[src/rtl/pixel_pack_encode.sv]
// rtl/pixel_pack_encode.sv - packs 2-bit palette codes MSB-first into RAM words, one frame at a time
module pixel_pack_encode #(
  parameter int WIDTH  = 32,
  parameter int DEPTH  = 1200,
  parameter int ADDR_W = 11
) (
  input  logic              clk,
  input  logic              reset,
  input  logic              frame_start,
  input  logic              pix_valid,
  input  logic [1:0]        pix_code,
  input  logic              flush,
  output logic              pix_ready,
  output logic              we,
  output logic [ADDR_W-1:0] waddr,
  output logic [WIDTH-1:0]  wdata,
  output logic              frame_done
);

  localparam int PPW    = WIDTH / 2;
  localparam int SLOT_W = (PPW > 1) ? $clog2(PPW) : 1;
  localparam logic [SLOT_W-1:0] SLOT_LAST = SLOT_W'(PPW - 1);
  localparam logic [ADDR_W-1:0] WORD_LAST = ADDR_W'(DEPTH - 1);

  typedef enum logic [1:0] {
    IDLE,
    FILL,
    DONE
  } state_t;

  state_t state, state_next;

  logic [SLOT_W-1:0] slot;
  logic [ADDR_W-1:0] word_cnt;
  logic [WIDTH-1:0]  shreg;
  logic [WIDTH-1:0]  shreg_fill;
  logic              accept;
  logic              wr_full;
  logic              wr_flush;
  logic              wr_any;
  logic              wr_last;
  logic [WIDTH-1:0]  wr_word;

  // Partial word with the incoming code dropped into the current slot (slot 0 at the MSBs).
  always_comb begin
    shreg_fill = shreg;
    for (int k = 0; k < PPW; k++) begin
      if (slot == SLOT_W'(k)) begin
        shreg_fill[WIDTH-1-2*k -: 2] = pix_code;
      end
    end
  end

  // Next state, handshake and write decisions; frame_start overrides everything else.
  always_comb begin
    state_next = state;
    pix_ready  = 1'b0;
    accept     = 1'b0;
    wr_full    = 1'b0;
    wr_flush   = 1'b0;
    if (frame_start) begin
      state_next = FILL;
    end else begin
      case (state)
        FILL: begin
          pix_ready = !flush;
          accept    = pix_valid && !flush;
          wr_full   = accept && (slot == SLOT_LAST);
          wr_flush  = flush && (slot != '0);
          if ((wr_full || wr_flush) && (word_cnt == WORD_LAST)) begin
            state_next = DONE;
          end
        end
        default: begin
          state_next = state;
        end
      endcase
    end
  end

  assign wr_any  = wr_full || wr_flush;
  assign wr_last = wr_any && (word_cnt == WORD_LAST);
  assign wr_word = wr_full ? shreg_fill : shreg;

  // State register.
  always_ff @(posedge clk or negedge reset) begin
    if (!reset) begin
      state <= IDLE;
    end else begin
      state <= state_next;
    end
  end

  // Packing datapath and registered RAM write port; address/data hold between writes.
  always_ff @(posedge clk or negedge reset) begin
    if (!reset) begin
      slot       <= '0;
      word_cnt   <= '0;
      shreg      <= '0;
      we         <= 1'b0;
      waddr      <= '0;
      wdata      <= '0;
      frame_done <= 1'b0;
    end else if (frame_start) begin
      slot       <= '0;
      word_cnt   <= '0;
      shreg      <= '0;
      we         <= 1'b0;
      frame_done <= 1'b0;
    end else begin
      we         <= wr_any;
      frame_done <= wr_last;
      if (wr_any) begin
        waddr <= word_cnt;
        wdata <= wr_word;
        slot  <= '0;
        shreg <= '0;
        if (!wr_last) begin
          word_cnt <= word_cnt + ADDR_W'(1);
        end
      end else if (accept) begin
        slot  <= slot + SLOT_W'(1);
        shreg <= shreg_fill;
      end
    end
  end

endmodule
[config.mk]
export PLATFORM = sky130hd
export DESIGN_NAME = pixel_pack_encode
export DESIGN_NICKNAME = d
export VERILOG_FILES = /design/src/rtl/pixel_pack_encode.sv
export SDC_FILE = /design/constraint.sdc
export NUM_CORES = 1
export LEC_CHECK = 0
export ABC_AREA = 1
export CAP_MARGIN = 15
export CORE_UTILIZATION = 60
export DETAILED_ROUTE_END_ITERATION = 6
export PLACE_DENSITY = 0.85
export SLEW_MARGIN = 20
export SYNTH_ARGS = -nofsm -noshare
export SYNTH_HDL_FRONTEND = slang
export SYNTH_SLANG_ARGS = --single-unit
export TNS_END_PERCENT = 100
[constraint.sdc]
create_clock -name clk -period 5.46 [get_ports clk]
set_clock_uncertainty 0.2 [all_clocks]
set_input_delay 0.819 -clock clk [delete_from_list [all_inputs] [get_ports clk]]
set_output_delay 0.819 -clock clk [all_outputs]
set_load 0.1 [all_outputs]
==> run metrics <==
mapped cell area=4560 um2; detailed-route wire length=10400 um; Least-Margin Pin Slew=0.980 ns; DP Area=5100 um2; unrepaired setup endpoints after global routing=false; Reg clk slew, reported paths=0.09 ns; Worst R2R Path Depth=9; Post-CTS Hold Buffers=0; first-pass GRT wire length=17100 um; share of layout cells above drive strength 1=0.0498; final hold vios=0; critical-path maximum fanout=12; outcome=complete, no violations; IO buf count=52; Routed WL per cell=14.0 um; Final setup viols=0; Worst Path Arrival=2.90 ns; Layout Cell Area excl Fill=5290 um2; Leakage Power=2.45 nW; setup TNS=0 ns; n_diodes=0; dpl cells=726; Worst path depth=3; Final period util=0.718; Die Area=7950 um2; delay of the slowest critical-path stage=1.17 ns; CP dominant cell by count=clkdlybuf4s50_1; Critical path buffers and inverters=2; DR vias/cell=5.45; Clk Latency, worst-skew pair=0.36 ns; Tot GR Track Use=0.282; commonest non-fill, non-tap cell in the layout=nand2_1; Die X=89.2 um; clock sink total=94; post-route total power=1.28 mW; Syn Area/Cell=7.66 um2; peak supply drop=0.223 mV; CP top delay family=buffers and inverters; io pins=53; Slew Limit Fails=0; die span in y=89.2 um; total of warnings raised by yosys=0; Tmin final=3.92 ns; Worst Hold Class=primary input to asynchronous set/reset pin; number of max-cap violations=0; max frequency=0.255 GHz; Setup Crit Path Kind=primary input to primary output; Slew HR=0.345; Worst Path Required=4.44 ns; Yosys reg bits=94; GRT busiest layer=met2; GR Layer Usage met1=0.359; DP Wirelength=6880 um; total congestion overflow=0; CTS root buf=clkbuf_8; startpoint types=primary input; syn nets=607; met2 Use GR=0.481; drt first pass iters=5; highest-count cells in the layout ignoring fill and taps=257 x nand2_1, 94 x dfrtp_1, 51 x clkdlybuf4s50_1; CTS tree=done; via count=4046; Layout area overhead=16.1%; H-tree Lvls=3; Seq/Total Area, Yosys=0.516; non-filler cells, final=742; final worst slack=1.54 ns; Rows=31; Worst path slowest cell=clkdlybuf4s50_1; post-cts gate resize count=0; drt drc=0; worst slack, placed=1.54 ns; antenna-violating nets left=0; worst-case clock buffer depth=2; pin count of the biggest net entering global routing=66; Reg2Reg Setup Slack=2.75 ns; initial antenna violation count=0; Iter 0 DRT Violations=288; Final Wtd Congestion=0.863; Num CTS Buffers=9; core area=7290 um2; Mapped Cells=595; postcts setup bufs=0; distinct cell type count after synthesis=25; Final #Nets=650; vias in the first global route=3794; Initial Utilization=0.625; PwrDens=242 nW/um2; met3 Usage GRT=0.0637; worst hold slack=0.176 ns; Critical Path End Type=primary output; worst path cell trace=clkdlybuf4s50_1, nor3_1, clkdlybuf4s50_1; utilization after layout=0.725
final timing paths:
check	start	to
max in group asynchronous	reset	word_cnt[5]$_DFFE_PN0P_
worst min register to register	wdata[17]$_DFFE_PN0P_	wdata[17]$_DFFE_PN0P_
worst max-delay path	frame_start	pix_ready
worst min-delay path	reset	waddr[8]$_DFFE_PN0P_
min in group clk	wdata[17]$_DFFE_PN0P_	wdata[17]$_DFFE_PN0P_
worst max register to register	slot[0]$_DFFE_PN0P_	wdata[4]$_DFFE_PN0P_
metal layers:
metal | vias up | part of all wire
li1 | 1964 | -
met1 | 1957 | 0.44
met2 | 109 | 0.51
met3 | 16 | 0.044
met4 | 0 | 0.013
met5 | - | 0
final cells by class:
class,count,area [um2]
flip-flops and latches,94,2350
fillers,623,2000
multi-input cells,436,1930
repair buffers,56,548
inverters,41,154
clock buffers,9,124
well taps,99,124
clock inverters,7,62.6
cells in the mapped netlist:
| cell | instances | area, um2 |
|---|---|---|
| dfrtp_1 | 94 | 2350 |
| nor2_1 | 34 | 128 |
| buf_6 | 2 | 22.5 |
| a21oi_1 | 33 | 165 |
| nor2_4 | 1 | 11.3 |
| nor3_1 | 4 | 20.0 |
| xor2_1 | 3 | 26.3 |
| clkbuf_1 | 9 | 33.8 |
| nor3b_1 | 1 | 7.51 |
| inv_2 | 1 | 3.75 |
| clkinv_1 | 1 | 3.75 |
| ha_1 | 5 | 62.6 |
| buf_2 | 11 | 55.1 |
| nor2_2 | 4 | 25.0 |
| nand4_1 | 4 | 25.0 |
| inv_1 | 39 | 146 |
| nand3_2 | 1 | 10.0 |
| o211ai_1 | 8 | 60.1 |
| buf_4 | 2 | 15.0 |
| nand2_2 | 2 | 12.5 |
| nand3_1 | 25 | 125 |
| nand2_1 | 257 | 965 |
| nand2_4 | 2 | 22.5 |
| o21ai_1 | 8 | 40.0 |
| o21ai_0 | 44 | 220 |
report_power, final:
group	total, mW	leakage (nW)	switching [mW]	internal (mW)
clock network	0.430	0.0882	0.260	0.171
registers	0.709	1.30	0.00528	0.704
logic	0.138	1.06	0.112	0.0263
flip-flops by register name, summed over array words and instances, names as in the netlist:
signal / flops
shreg: 32
wdata: 32
waddr: 11
word_cnt: 11
slot: 4
state: 2
frame_done: 1
we: 1
logic make-up after synthesis:
| family | Yosys count | share of synthesized area |
|---|---|---|
| compound gates | 93 | 0.107 |
| xor+xnor | 3 | 0.00577 |
| fa+ha+maj | 5 | 0.0137 |
| buf+inv | 65 | 0.0615 |
| flops | 94 | 0.516 |
| simple gates | 335 | 0.296 |
Note: power is estimated with default switching activity, not from simulation.
